--- config.mk ---
export PLATFORM = sky130hd
export DESIGN_NAME = demux_1to3_buf
export DESIGN_NICKNAME = d
export VERILOG_FILES = /design/src/rtl/demux_1to3_buf_pkg.sv /design/src/rtl/demux_1to3_buf_slot.sv /design/src/rtl/demux_1to3_buf.sv
export SDC_FILE = /design/constraint.sdc
export NUM_CORES = 1
export LEC_CHECK = 0
export CAP_MARGIN = 20
export CORE_MARGIN = 2
export CORE_UTILIZATION = 35
export DETAILED_ROUTE_END_ITERATION = 10
export GPL_TIMING_DRIVEN = 0
export PLACE_DENSITY_LB_ADDON = 0.08
export SLEW_MARGIN = 20
export SYNTH_ARGS = -nofsm -noshare
export SYNTH_HDL_FRONTEND = slang
export SYNTH_SLANG_ARGS = --single-unit
--- constraint.sdc ---
create_clock -name clock -period 1.55 [get_ports clock]
set_input_delay 0.31 -clock clock [delete_from_list [all_inputs] [get_ports clock]]
set_output_delay 0.31 -clock clock [all_outputs]
set_load 0.03 [all_outputs]
--- src/rtl/demux_1to3_buf_pkg.sv ---
// demux_1to3_buf_pkg
//   Shared definitions for the buffered 1-to-3 demultiplexer:
//   - destination select codes (DEMUX_SEL_D0/D1/D2/ILL)
//   - the holding-slot state encoding
//   - a small helper that maps a destination index to its select code
package demux_1to3_buf_pkg;

  localparam logic [1:0] DEMUX_SEL_D0  = 2'b00;
  localparam logic [1:0] DEMUX_SEL_D1  = 2'b01;
  localparam logic [1:0] DEMUX_SEL_D2  = 2'b10;
  localparam logic [1:0] DEMUX_SEL_ILL = 2'b11;

  localparam int unsigned N_DEST = 3;

  typedef enum logic {
    SLOT_EMPTY = 1'b0,
    SLOT_FULL  = 1'b1
  } slot_state_e;

  // Select code that addresses destination index k.
  function automatic logic [1:0] dest_code(input int unsigned k);
    logic [1:0] code;
    case (k)
      0:       code = DEMUX_SEL_D0;
      1:       code = DEMUX_SEL_D1;
      2:       code = DEMUX_SEL_D2;
      default: code = DEMUX_SEL_ILL;
    endcase
    return code;
  endfunction

endpackage

--- src/rtl/demux_1to3_buf_slot.sv ---
// demux_slot
//   One-entry valid/ready holding register (EMPTY/FULL).
//   Ports:
//     clock, reset_n   rising-edge clock, async active-low reset
//     push             write wdata into the slot this cycle
//     wdata            word to store
//     pop_ready        consumer accepts the held word (pop when valid)
//     valid            slot FULL
//     rdata            held word (stable while FULL until popped)
//     can_push         slot can take a word this cycle (empty, or draining now)
module demux_slot
  import demux_1to3_buf_pkg::*;
#(
  parameter int WIDTH = 32
) (
  input  logic             clock,
  input  logic             reset_n,
  input  logic             push,
  input  logic [WIDTH-1:0] wdata,
  input  logic             pop_ready,
  output logic             valid,
  output logic [WIDTH-1:0] rdata,
  output logic             can_push
);

  slot_state_e      state_q, state_d;
  logic [WIDTH-1:0] data_q,  data_d;
  logic             pop_s;
  logic             accept_s;

  assign pop_s    = (state_q == SLOT_FULL) & pop_ready;
  assign can_push = (state_q == SLOT_EMPTY) | pop_ready;
  // A push into a FULL slot that is not draining would destroy the held word.
  assign accept_s = push & can_push;

  assign valid = (state_q == SLOT_FULL);
  assign rdata = data_q;

  // Next-state and next-data for the slot.
  always_comb begin
    state_d = state_q;
    data_d  = data_q;
    case (state_q)
      SLOT_EMPTY: begin
        if (accept_s) begin
          state_d = SLOT_FULL;
        end else begin
          state_d = SLOT_EMPTY;
        end
      end
      SLOT_FULL: begin
        // Pop together with push keeps the slot FULL with the new word.
        if (pop_s && !accept_s) begin
          state_d = SLOT_EMPTY;
        end else begin
          state_d = SLOT_FULL;
        end
      end
      default: begin
        state_d = SLOT_EMPTY;
      end
    endcase
    if (accept_s) begin
      data_d = wdata;
    end else begin
      data_d = data_q;
    end
  end

  // Slot state and data registers.
  always_ff @(posedge clock or negedge reset_n) begin
    if (!reset_n) begin
      state_q <= SLOT_EMPTY;
      data_q  <= {WIDTH{1'b0}};
    end else begin
      state_q <= state_d;
      data_q  <= data_d;
    end
  end

endmodule

--- src/rtl/demux_1to3_buf.sv ---
// demux_1to3_buf
//   Buffered 1-to-3 demultiplexer. One valid/ready input stream tagged with a
//   2-bit select is steered into one of three one-entry slots; each slot drains
//   through its own valid/ready handshake. Select 2'b11 is illegal: the word is
//   accepted and dropped, and sel_err is set until reset.
//   Optional feature macro: DEMUX_STATS_EN builds per-destination delivery
//   counters and a drop counter; without it the counter ports read 0.
//   Ports:
//     clock, reset_n           rising-edge clock, async active-low reset
//     in_valid/in_ready        input handshake
//     in_sel, in_data          destination select and word
//     out_valid[2:0]           per-destination slot full
//     out_ready[2:0]           per-destination consumer accepts
//     out_data0/1/2            slot contents
//     sel_err                  sticky illegal-select flag
//     cnt0/1/2, cnt_drop       delivered / dropped word counters
module demux_1to3_buf
  import demux_1to3_buf_pkg::*;
#(
  parameter int WIDTH = 32,
  parameter int CNT_W = 16
) (
  input  logic             clock,
  input  logic             reset_n,
  input  logic             in_valid,
  output logic             in_ready,
  input  logic [1:0]       in_sel,
  input  logic [WIDTH-1:0] in_data,
  output logic [2:0]       out_valid,
  input  logic [2:0]       out_ready,
  output logic [WIDTH-1:0] out_data0,
  output logic [WIDTH-1:0] out_data1,
  output logic [WIDTH-1:0] out_data2,
  output logic             sel_err,
  output logic [CNT_W-1:0] cnt0,
  output logic [CNT_W-1:0] cnt1,
  output logic [CNT_W-1:0] cnt2,
  output logic [CNT_W-1:0] cnt_drop
);

  logic [2:0]       can_push_s;
  logic [2:0]       push_s;
  logic [2:0]       pop_s;
  logic             ill_accept_s;
  logic [WIDTH-1:0] slot_data_s [0:2];
  logic             sel_err_q, sel_err_d;

  // in_ready looks only at the addressed slot; illegal words are always taken.
  always_comb begin
    in_ready = 1'b1;
    case (in_sel)
      DEMUX_SEL_D0:  in_ready = can_push_s[0];
      DEMUX_SEL_D1:  in_ready = can_push_s[1];
      DEMUX_SEL_D2:  in_ready = can_push_s[2];
      DEMUX_SEL_ILL: in_ready = 1'b1;
      default:       in_ready = 1'b1;
    endcase
  end

  assign ill_accept_s = in_valid & in_ready & (in_sel == DEMUX_SEL_ILL);
  assign pop_s        = out_valid & out_ready;

  for (genvar k = 0; k < N_DEST; k++) begin : g_slot
    assign push_s[k] = in_valid & in_ready & (in_sel == dest_code(k));

    demux_slot #(
      .WIDTH (WIDTH)
    ) u_slot (
      .clock     (clock),
      .reset_n   (reset_n),
      .push      (push_s[k]),
      .wdata     (in_data),
      .pop_ready (out_ready[k]),
      .valid     (out_valid[k]),
      .rdata     (slot_data_s[k]),
      .can_push  (can_push_s[k])
    );
  end

  assign out_data0 = slot_data_s[0];
  assign out_data1 = slot_data_s[1];
  assign out_data2 = slot_data_s[2];

  // Sticky illegal-select flag, next value.
  always_comb begin
    sel_err_d = sel_err_q;
    if (ill_accept_s) begin
      sel_err_d = 1'b1;
    end else begin
      sel_err_d = sel_err_q;
    end
  end

  // Sticky illegal-select flag register.
  always_ff @(posedge clock or negedge reset_n) begin
    if (!reset_n) begin
      sel_err_q <= 1'b0;
    end else begin
      sel_err_q <= sel_err_d;
    end
  end

  assign sel_err = sel_err_q;

`ifdef DEMUX_STATS_EN
  logic [CNT_W-1:0] cnt0_q, cnt0_d;
  logic [CNT_W-1:0] cnt1_q, cnt1_d;
  logic [CNT_W-1:0] cnt2_q, cnt2_d;
  logic [CNT_W-1:0] cnt_drop_q, cnt_drop_d;

  // Counter increments; all wrap naturally at 2^CNT_W.
  always_comb begin
    cnt0_d     = cnt0_q;
    cnt1_d     = cnt1_q;
    cnt2_d     = cnt2_q;
    cnt_drop_d = cnt_drop_q;
    if (pop_s[0]) begin
      cnt0_d = cnt0_q + {{(CNT_W-1){1'b0}}, 1'b1};
    end else begin
      cnt0_d = cnt0_q;
    end
    if (pop_s[1]) begin
      cnt1_d = cnt1_q + {{(CNT_W-1){1'b0}}, 1'b1};
    end else begin
      cnt1_d = cnt1_q;
    end
    if (pop_s[2]) begin
      cnt2_d = cnt2_q + {{(CNT_W-1){1'b0}}, 1'b1};
    end else begin
      cnt2_d = cnt2_q;
    end
    if (ill_accept_s) begin
      cnt_drop_d = cnt_drop_q + {{(CNT_W-1){1'b0}}, 1'b1};
    end else begin
      cnt_drop_d = cnt_drop_q;
    end
  end

  // Counter registers.
  always_ff @(posedge clock or negedge reset_n) begin
    if (!reset_n) begin
      cnt0_q     <= {CNT_W{1'b0}};
      cnt1_q     <= {CNT_W{1'b0}};
      cnt2_q     <= {CNT_W{1'b0}};
      cnt_drop_q <= {CNT_W{1'b0}};
    end else begin
      cnt0_q     <= cnt0_d;
      cnt1_q     <= cnt1_d;
      cnt2_q     <= cnt2_d;
      cnt_drop_q <= cnt_drop_d;
    end
  end

  assign cnt0     = cnt0_q;
  assign cnt1     = cnt1_q;
  assign cnt2     = cnt2_q;
  assign cnt_drop = cnt_drop_q;
`else
  assign cnt0     = {CNT_W{1'b0}};
  assign cnt1     = {CNT_W{1'b0}};
  assign cnt2     = {CNT_W{1'b0}};
  assign cnt_drop = {CNT_W{1'b0}};
`endif

endmodule

[Word level (Yosys, flattened, before mapping)]
Index checks and enable logic that the tools add are counted.
Widths: inputs -> output; s select.
Cells by class
  add/sub/neg operators: 0
  shift-type cells: 0
  divide/modulo/power cells: 0
  multipliers: 0
  reductions and logical operators: 7
  bitwise logic cells: 17
  equal/unequal tests: 3
  multiplexer cells: 10
  magnitude comparators: 0
Operator list (count)
  $and 1x1->1: 11
  $mux 1: 6
  $pmux 1 s2: 3
  $eq 2x2->1 const B: 2
  $pmux 1 s4: 1
  $logic_and 1x1->1: 3
  $logic_not 1->1: 3
  $not 1->1: 3
  $or 1x1->1: 3
  $eq 2x1->1 const B: 1
  $logic_not 2->1: 1
Word-level totals
  flip-flop bits (word level): 100
  RAM bits: 0
  memory bits (read-only): 0
  bits of input ports: 40
  latch bits: 0
  logic and storage cells: 44
  memories: 0
  output and inout port bits: 165

[Logic depth before layout (Yosys ltp)]
  word-level depth: 10
  gate-level depth with buffers: 5
  depth with buffers taken out: 3

[By module]
From an unflattened synthesis, not the netlist that was laid out.
Unflattened totals
  cells, all modules: 289
  area, all modules: 4752.1 sq um
By module, submodules not included
  demux_slot: cells an instance 71, sequential area each 825.8 sq um, area an instance 1391.3 sq um, times used 3
  demux_1to3_buf: cells an instance 76, sequential area each 25.0 sq um, area an instance 578.1 sq um, times used 1

[Worst setup path after synthesis]
Ideal clock, no wire load.
  kind: input-to-output
  from: in in_sel[1]
  to: out in_ready
  path buffers: 1
  path slack: -20 ps
  arrival: 1260 ps
  cell stages on the path: 3
  required time: 1240 ps
  cells stage by stage: buf_2 > mux2i_1 > o21ai_0
On the way
  cells in the longest elaborated chain, start to end: 2
  elaborated cells between the ends (all ways): 5
  classes of those cells: 3 x eq/ne; 1 x mux; 1 x reduce/logical
Ends and longest elaborated chain
  start, declared: RTL line demux_1to3_buf.sv:27  | input logic [1:0] in_sel,
  $eq 2x2->1, or another cell as far along: RTL line demux_1to3_buf.sv:51  | case (in_sel)
  $pmux 1 s4 (*): RTL line demux_1to3_buf.sv:51
  end, declared: RTL line demux_1to3_buf.sv:26  | output logic in_ready,
Mark *: on every way between the ends. The rest lies on a longest branch, timed or not.

[Worst setup path after layout]
  from: reg g_slot[0].u_slot.state_q
  to: out in_ready
On the way
  cells in the longest elaborated chain, start to end: 3
Ends and longest elaborated chain
  start, declared: RTL line demux_1to3_buf_slot.sv:26  | slot_state_e state_q, state_d;
  start signal, assigned: RTL line demux_1to3_buf_slot.sv:76  | state_q <= state_d;
  $not 1->1: RTL line demux_1to3_buf_slot.sv:32  | assign can_push = (state_q == SLOT_EMPTY) | pop_ready;
  $or 1x1->1: RTL line demux_1to3_buf_slot.sv:32
  $pmux 1 s4: RTL line demux_1to3_buf.sv:51
No other way between the ends.

==> summary.md <==
| Metric | Value |
|---|---|
| Status | complete, no violations |
| Layout cell share with drive strength beyond 1 | around two fifths |
| Post-synth design cell area | 4290 sq um |
| Iteration-0 DRC count of the detailed router | 34 |
| VDD IR max | approximately 0.9 mV |
| Drt pass-1 iters | 4 |
| Xor/xnor share of the synthesized area | 0% |
| Clk root buf | clkbuf_16 |
| Fin cells | 663 |
| Yosys reg bits | 100 |
| Routed len/inst | 14.0 um |
| Fin crit period | roughly 1.5 ns |
| Core Area | ~12000 sq um |
| Reg2reg end | g_slot[1].u_slot.rdata[28] |
| Setup Skew | slightly below 0.007 ns |
| Synth Area in Adders | 0% |
| Distinct cells, synth | 16 |
| Worst hold start | out_ready[2] |
| Endpoints failing setup | 0 |
| Slowest CP cell | dfrtp_1 |
| Final worst-path cycle share | between 90 and 100% |
| Residual DRC | 0 |
| Die height | approximately 110 um |
| Finished Core Util | 54.0% |
| Initial antenna violation count | 0 |
| Flop2flop setup slack | 0.06 ns |
| RSZ-0062 raised after global routing | true |
| Compound-Gate Fraction of Synth Area | less than 1% |
| Register area | 2500 sq um |
| WHS Path Cells | 3 |
| Gr usage total | roughly 14% |
| Vias per cell | ~4.2 |
| Final HPWL DP | slightly below 7 mm |
| Reg-to-reg startpoint | g_slot[1].u_slot.valid |
| Dpl ws | -0.626 ns |
| CTS tree | yes |
| Max Cap Violations | 0 |
| Leakage | about 3.2 nW |
| Slowest Stage Delay on Critical Path | between 0.4 and 0.5 ns |
| CP Cell Sequence | nand2b_4 > mux2i_1 > o21ai_1 > buf_4 |
| Hold crit path type | input pin to flop |
| Final wirelength | 9.29 mm |
| Worst Path Max Fanout | 3 |
| Final setup TNS | 0 ns |
| Synthesized instance count | ~290 |
| Crit path DAT | 1.24 ns |
| Worst Hold End | g_slot[2].u_slot.valid |
| Crit. End Element | output pin |
| Die width | between 100 and 150 um |
| Clock Latency Late Sink | between 0.3 and 0.4 ns |
| Final #Nets | approximately 550 |
| Pin count of the biggest net entering global routing | 60 |
| Fin. max-slew vios | 0 |
| Pwr dens | approximately 1400 nW/um^2 |
| Total CTS buffers | 9 |
| Number of global-route vias before repair | roughly 2700 |
| GPL Wtd Cong | 0.714 |
| Yosys Warn Count | 0 |
| Largest family of logic cells by synthesized area | multiplexers |
| Average cell area after synthesis | approximately 15 sq um |
| H-tree Lvls | 3 |
| Synth Area in Simple Gates | between 1.5 and 2% |
| I/O Buffers | ~140 |
| Routed Antenna Nets | 0 |
| Max Root-Sink Buffers | 2 |
| Area grow syn2layout | 51.1% |
| Starting Density | 35.7% |
| Worst path required time | about 1.2 ns |
| Crit Path Class | flop to output pin |
| I/O Pins | 205 |
| Fin worst setup slack | around 0.0022 ns |
| Startpoint Class | flop |
| Clock slew at reported path FFs | 0.07 ns |
| Seq/Total Area, Yosys | between 50% and 60% |
| Row count | 40 |
| Dpl cells | between 600 and 700 |
| First-pass GRT wire length | between 10 and 15 mm |
| Total clock sinks | 100 |
| Fillers | 1085 |
| Via count | between 2000 and 3000 |
| Fmax achieved | 646 MHz |
| Hold Fails Final Rpt | 0 |
| Multiplexer share of the synthesized area | between 20% and 30% |
| Reg2reg path depth | 5 |
| ANT cells | 0 |
| GRT Residual Overflow | 0 |
| Die ar. | roughly 13000 sq um |
| Multi-input logic area | approximately 1500 sq um |
## logic make-up (layout without fill, tap and decap cells)
logic type	after synthesis	count (layout)
AOI/OAI and AO/OA	4	4
buffers and inverters	78	240
DFF	100	100
muxes	97	97
other	1	64
and+or+nand+nor	11	11
## power breakdown
part | internal, W | switching [W] | total, W | leakage [nW]
Clock | 0.00140 | 0.000924 | 0.00232 | 0.148
Combinational | 0.00118 | 0.00186 | 0.00305 | 1.89
Sequential | 0.00314 | 0.000245 | 0.00339 | 1.18
Total | 0.00573 | 0.00303 | 0.00876 | 3.22
## final cells by class
cell class	count	area share, %
sequential	100	38.6
multi-input combinational	176	22.8
timing repair buffer	147	21.3
buffer	78	9.74
clock buffer	10	3.53
tap	147	2.84
clock inverter	5	1.20
## layer usage
metal,track usage (%),part of all wire (%),up-vias
met3,5.85,9.0,10
met5,0,0,-
met4,4.82,0.83,0
met1,17.6,43,1341
li1,-,-,1304
met2,22.6,48,116
## flip-flops by register name, summed over array words and instances, names as in the netlist
name	flops
g_slot.u_slot.rdata	96
g_slot.u_slot.valid	3
sel_err	1
## what timing repair did
item / CTS / global route
hold endpoints to repair: 41 / 0
resized for setup: 116 / 20
hold buffers: 1 / 0
setup buffers: 3 / 2
endpoints found under the setup margin: 192 / 61
pin swaps: 2 / 1
gates cloned: 0 / 1
## how the worst max path moves through the flow
stage,startpoint,endpoint,slack [ns],cells after the start
after floorplan,in_sel[1],g_slot[1].u_slot.rdata[10],0.15,4
after global placement,reset_n,g_slot[0].u_slot.rdata[19],-3.71,1
after detailed placement,in_sel[0],g_slot[1].u_slot.rdata[9],-0.63,5
after CTS,out_ready[0],in_ready,-0.11,5
after global routing,g_slot[0].u_slot.valid,in_ready,-0.05,4
final,g_slot[0].u_slot.valid,in_ready,0.002,4
## layout by cell type (no fill, tap or decap), drive strengths merged, types with 2 or more instances in the layout
cell type      instances
nand2                  4
mux2                  96
conb                  64
dlymetal6s2s           3
o21ai                  3
buf                   89
dfrtp                100
clkbuf                11
nand2b                 3
clkinv                 2
clkdlybuf4s50         32
dlygate4sd2           99
bufinv                 2
## through the flow
step	hold WS [ns]	power, W	cell area [sq um]
global route	0.259	0.00920	6480
detailed placement	0.253	0.00685	6130
CTS	0.266	0.00882	6380
floorplan	0.0144	0.00541	4530
finish	0.254	0.00876	6480
global placement	0.456	0.00682	6100
## synthesized netlist by cell type
master / n / area share (%)
nor2b_2: 1 / 0.20
nor3b_4: 1 / 0.44
and3_1: 1 / 0.15
o21ai_0: 3 / 0.35
nand3b_1: 1 / 0.17
mux2_2: 93 / 24
dfrtp_1: 100 / 58
nand2b_1: 3 / 0.44
conb_1: 1 / 0.087
a31o_2: 1 / 0.20
mux2_1: 3 / 0.79
buf_2: 5 / 0.58
buf_6: 6 / 1.6
nand2_1: 4 / 0.35
mux2i_1: 1 / 0.23
buf_4: 67 / 12
## worst max-delay path: cells and delay by family, from the launching register on
kind | cells | cell delay [ns]
muxes | 1 | 0.06
AOI/OAI and AO/OA | 1 | 0.16
buffers and inverters | 1 | 0.18
and+or+nand+nor | 1 | 0.08
DFF | 1 | 0.41
Note: power is estimated with default switching activity, not from simulation.
